## config.mk

```make
export PLATFORM = sky130hd
export DESIGN_NAME = multicycle_adder_ctrl
export DESIGN_NICKNAME = d
export VERILOG_FILES = /design/src/rtl/multicycle_adder_ctrl.sv
export SDC_FILE = /design/constraint.sdc
export NUM_CORES = 1
export LEC_CHECK = 0
export ABC_AREA = 0
export CAP_MARGIN = 25
export CORE_ASPECT_RATIO = 1.5
export CORE_MARGIN = 2
export CORE_UTILIZATION = 46
export CTS_CLUSTER_SIZE = 16
export DETAILED_ROUTE_END_ITERATION = 7
export PLACE_DENSITY_LB_ADDON = 0.08
export REMOVE_ABC_BUFFERS = 1
export SLEW_MARGIN = 10
export SYNTH_ARGS = -nofsm -noshare
export SYNTH_HDL_FRONTEND = slang
export SYNTH_SLANG_ARGS = --single-unit
```

## constraint.sdc

```tcl
create_clock -name Clk -period 3 [get_ports Clk]
set_input_delay 0.3 -clock Clk [delete_from_list [all_inputs] [get_ports Clk]]
set_output_delay 0.3 -clock Clk [all_outputs]
set_load 0.05 [all_outputs]
```

## src/rtl/multicycle_adder_ctrl.sv

```systemverilog
// ---------------------------------------------------------------------------
// multicycle_adder_ctrl : WIDTH-bit add/sub, one byte slice per cycle through
//                         a single shared 8-bit carry-select adder.
// Revision: 1.0
// ---------------------------------------------------------------------------
`default_nettype none

module carry_select_adder_8 (
  input  logic [7:0] i_a,
  input  logic [7:0] i_b,
  input  logic       i_c_in,
  output logic [7:0] o_sum,
  output logic       o_c_out
);
  logic [4:0] w_lo;
  logic [4:0] w_hi0;
  logic [4:0] w_hi1;

  // Upper nibble is precomputed for both carry-ins and selected by the low carry.
  assign w_lo  = {1'b0, i_a[3:0]} + {1'b0, i_b[3:0]} + {4'b0, i_c_in};
  assign w_hi0 = {1'b0, i_a[7:4]} + {1'b0, i_b[7:4]};
  assign w_hi1 = {1'b0, i_a[7:4]} + {1'b0, i_b[7:4]} + 5'd1;

  assign {o_c_out, o_sum[7:4]} = w_lo[4] ? w_hi1 : w_hi0;
  assign o_sum[3:0]            = w_lo[3:0];
endmodule

module multicycle_adder_ctrl #(
  parameter int WIDTH = 16
) (
  input  logic             Clk,
  input  logic             Reset,
  input  logic             Run,
  input  logic             Sub,
  input  logic [WIDTH-1:0] A,
  input  logic [WIDTH-1:0] B,
  output logic             Busy,
  output logic             Done,
  output logic [WIDTH-1:0] S,
  output logic             C_out,
  output logic             Overflow
);
  localparam int c_NSLICE = WIDTH / 8;
  localparam int c_CW     = (c_NSLICE > 1) ? $clog2(c_NSLICE) : 1;

  generate
    if ((WIDTH % 8) != 0 || WIDTH < 8) begin : g_width_check
      $error("multicycle_adder_ctrl: WIDTH must be a multiple of 8 and >= 8");
    end
  endgenerate

  typedef enum logic [1:0] {
    ST_IDLE = 2'd0,
    ST_ADD  = 2'd1,
    ST_DONE = 2'd2
  } state_t;

  state_t            r_state;
  state_t            w_next;
  logic [c_CW-1:0]   r_cnt;
  logic              r_carry;
  logic [WIDTH-1:0]  r_op_a;
  logic [WIDTH-1:0]  r_op_b;
  logic [WIDTH-1:0]  r_s;
  logic              r_c_out;
  logic              r_ovf;
  logic [7:0]        w_a_slice;
  logic [7:0]        w_b_slice;
  logic [7:0]        w_sum;
  logic              w_c;
  logic              w_last;

  always_comb begin
    w_a_slice = '0;
    w_b_slice = '0;
    for (int i = 0; i < c_NSLICE; i++) begin
      if (r_cnt == c_CW'(i)) begin
        w_a_slice = r_op_a[8*i +: 8];
        w_b_slice = r_op_b[8*i +: 8];
      end
    end
  end

  assign w_last = (r_cnt == c_CW'(c_NSLICE - 1));

  carry_select_adder_8 u_adder (
    .i_a     (w_a_slice),
    .i_b     (w_b_slice),
    .i_c_in  (r_carry),
    .o_sum   (w_sum),
    .o_c_out (w_c)
  );

  always_ff @(posedge Clk or posedge Reset) begin
    if (Reset) r_state <= ST_IDLE;
    else       r_state <= w_next;
  end

  always_comb begin
    w_next = r_state;
    case (r_state)
      ST_IDLE: if (Run)    w_next = ST_ADD;
      ST_ADD:  if (w_last) w_next = ST_DONE;
      ST_DONE:             w_next = ST_IDLE;
      default:             w_next = ST_IDLE;
    endcase
  end

  always_ff @(posedge Clk or posedge Reset) begin
    if (Reset) begin
      r_cnt   <= '0;
      r_carry <= 1'b0;
      r_op_a  <= '0;
      r_op_b  <= '0;
      r_s     <= '0;
      r_c_out <= 1'b0;
      r_ovf   <= 1'b0;
    end else begin
      case (r_state)
        ST_IDLE: begin
          if (Run) begin
            // Subtraction is A + ~B + 1: invert B here, the +1 rides in on the carry.
            r_op_a  <= A;
            r_op_b  <= B ^ {WIDTH{Sub}};
            r_carry <= Sub;
            r_cnt   <= '0;
          end
        end
        ST_ADD: begin
          for (int i = 0; i < c_NSLICE; i++) begin
            if (r_cnt == c_CW'(i)) r_s[8*i +: 8] <= w_sum;
          end
          r_carry <= w_c;
          r_cnt   <= r_cnt + c_CW'(1);
          if (w_last) begin
            r_c_out <= w_c;
            r_ovf   <= (r_op_a[WIDTH-1] == r_op_b[WIDTH-1]) &
                       (w_sum[7] != r_op_a[WIDTH-1]);
          end
        end
        default: ;
      endcase
    end
  end

  assign Busy     = (r_state != ST_IDLE);
  assign Done     = (r_state == ST_DONE);
  assign S        = r_s;
  assign C_out    = r_c_out;
  assign Overflow = r_ovf;
endmodule

`default_nettype wire
```

==> out/metrics.cfg <==
[worst_setup_path]
crit_type=flop to flop
cp_slowest_stage_delay_ns=0.48
crit_start=r_cnt
critPathCapture=Overflow
crit_path_start_kind=flop
cp_cell_sequence=mux2i_1, fa_2, fa_2, or2b_1, a2111oi_4, xor3_1, or3_1, a31oi_1
critPathMostFrequentCell=fa_2
crit_buf_inv=0
crit_required_ns=3.23
cp_num_cells=8
cp.arrival_ns=3.16
critPathTopFamily=adder cells
reg2reg_to=Overflow
end_kind=flop
r2r_start=r_cnt
crit_fanout=7
crit_slowest_cell=dfrtp_2
reg2reg_setup_slack_ns=0.07
ff2ff_path_depth=8

[yosys]
synth_area_um2=2676
synth_cells=249
ys_seq_area_share_pct=50.49
synth.avg_cell_area_um2=10.75
synth_cell_types=28
synth_edf_count=0
synthArstFlopShare_pct=100.0
synth_flop_cell=dfrtp_1
yosys_warnings=0
ys_seq_elements=54

[global_route]
grt_max_degree=49
antenna_found_initial=0
grt.total_usage_pct=16.50
grt_pass1_vias=1882
grt_first_pass_wirelength_mm=8.411
grt-ovfl-total=0

[clocking]
h-tree-depth=2
tritoncts=done
cts_buffers=5
clockRootBuffer=clkbuf_8
path_clk_slew_ns=0.09
worstSkewPairLatency_ns=0.30
clock_sinks=54
cts-hold-fix-buffers=0
cts_buffer_depth=2

[timing]
fin_crit_sh_pct=97.78
rsz0062_at_grt=yes
worstMarginPinSlew_ns=0.5710
fin_skew_ns=0.003269
finalMaxSlewViolations=0
timing.final.ws_setup_ns=0.06674
final-setup-viol-count=0
min_period_ns=2.933
hold_viol_final=0
fin_setup_tns_ns=0
maxSlewHeadroom_pct=61.93
max_freq_mhz=340.9

[finish]
layout_common_cells=clkdlybuf4s50_1 (55), dfrtp_1 (53), mux2_2 (26)
area_growth_pct=29.31
layout_commonest_cell=clkdlybuf4s50_1
num-fill-cells=514
layout.nets=355
drive_above_1_share_pct=15.53
antenna_cells=0
fin_util_pct=60.71

[die]
die_x_um=66.28
core-area_um2=5700
row_count=34
initial_core_util_pct=46.95
top_level_ports=56
dieArea_um2=6457
die_y_um=97.42

[route]
drc=0
avgRoutedWirePerCell_um=12.59
postRouteAntennaNets=0
routed_wl_mm=4.795
drt_iter0_drc=106
dr.pass1.iters=4
vias=1861
avgViaCountPerCell=4.885

[run_status]
status=completed

[placement]
place_ws_ns=-0.01138
globalplace.congestion=0.7625
hpwl_mm=3.647
port_buffers=55

[worst_hold_path]
hold_class=input port to asynchronous set/reset pin

[run]
cap_viol_max_count=0

layer usage:
layer / share of wire [%] / global-route usage, %
met5: 0 / 0
met4: 1.4 / 6.750
met3: 2.6 / 2.086
met2: 53 / 28.00
met1: 43 / 20.75
layout make-up:
cell class	count	area, µm²	share of cell area, %
Multi-Input combinational cell	170	1242	35.90
Tap cell	72	90.09	2.603
Sequential cell	54	1353	39.08
Timing Repair Buffer	64	618.1	17.86
Clock inverter	3	40.04	1.157
Inverter	13	48.80	1.410
Clock buffer	5	68.82	1.988
cells in the mapped netlist (all sizes together) (6+ instances only):
cell / instances / area (µm²)
inv: 13 / 48.80
clkbuf: 6 / 22.52
ha: 8 / 100.1
mux2i: 6 / 60.06
buf: 6 / 28.77
xnor2: 19 / 166.4
o21ai: 19 / 95.09
nor2: 25 / 93.84
dfrtp: 54 / 1351
a21oi: 21 / 105.1
nand2: 22 / 82.58
mux2: 26 / 292.8
worst reg2reg max path, stage by stage (launching register included):
cell,delay (ns)
dfrtp_2,0.48
mux2i_1,0.17
fa_2,0.39
fa_2,0.36
or2b_1,0.28
a2111oi_4,0.34
xor3_1,0.39
or3_1,0.31
a31oi_1,0.16
sequential cells by signal, summed over array words and instances, names as in the netlist:
| signal | cells |
|---|---|
| r_op_b | 16 |
| r_carry | 1 |
| S | 16 |
| r_state | 2 |
| r_op_a | 16 |
| Overflow | 1 |
| r_cnt | 1 |
| C_out | 1 |
logic make-up after synthesis:
| family | after synthesis | synth area share, % |
|---|---|---|
| and+or+nand+nor | 58 | 9.163 |
| DFF | 54 | 50.49 |
| AOI/OAI and AO/OA | 46 | 9.350 |
| muxes | 32 | 13.18 |
| buffers and inverters | 25 | 3.740 |
| xor gates and xnor gates | 23 | 8.088 |
| adders and majority gates | 11 | 5.984 |
worst min-delay path by stage:
stage / endpoint / slack, ns
floorplan: r_state[0] / 0.42
global placement: S[5] / 0.46
detailed placement: S[5] / 0.47
CTS: r_op_b[11] / 0.31
global route: r_op_b[3] / 0.35
finish: r_op_b[3] / 0.30
metrics by stage:
| stage | std cells | hold WS, ns | cell area, µm² |
|---|---|---|---|
| 6_report | 381 | 0.2971 | 3461 |
| 5_1_grt | 381 | 0.3464 | 3461 |
| 3_5_place_dp | 372 | 0.4696 | 3326 |
| 4_1_cts | 380 | 0.3080 | 3436 |
| 2_1_floorplan | 237 | 0.4232 | 2625 |
| 3_3_place_gp | 372 | 0.4612 | 3326 |
what timing repair did:
action | in CTS | in global routing
buffers inserted | 0 | 1
gates resized for setup | 1 | 3
hold endpoints to repair | 0 | 0
setup endpoints to repair | 1 | 1
pin swaps | 0 | 2
Power is left out: the tool's default activity adds up to more than one toggle a clock period on the data nets, which glitch-free logic cannot reach.
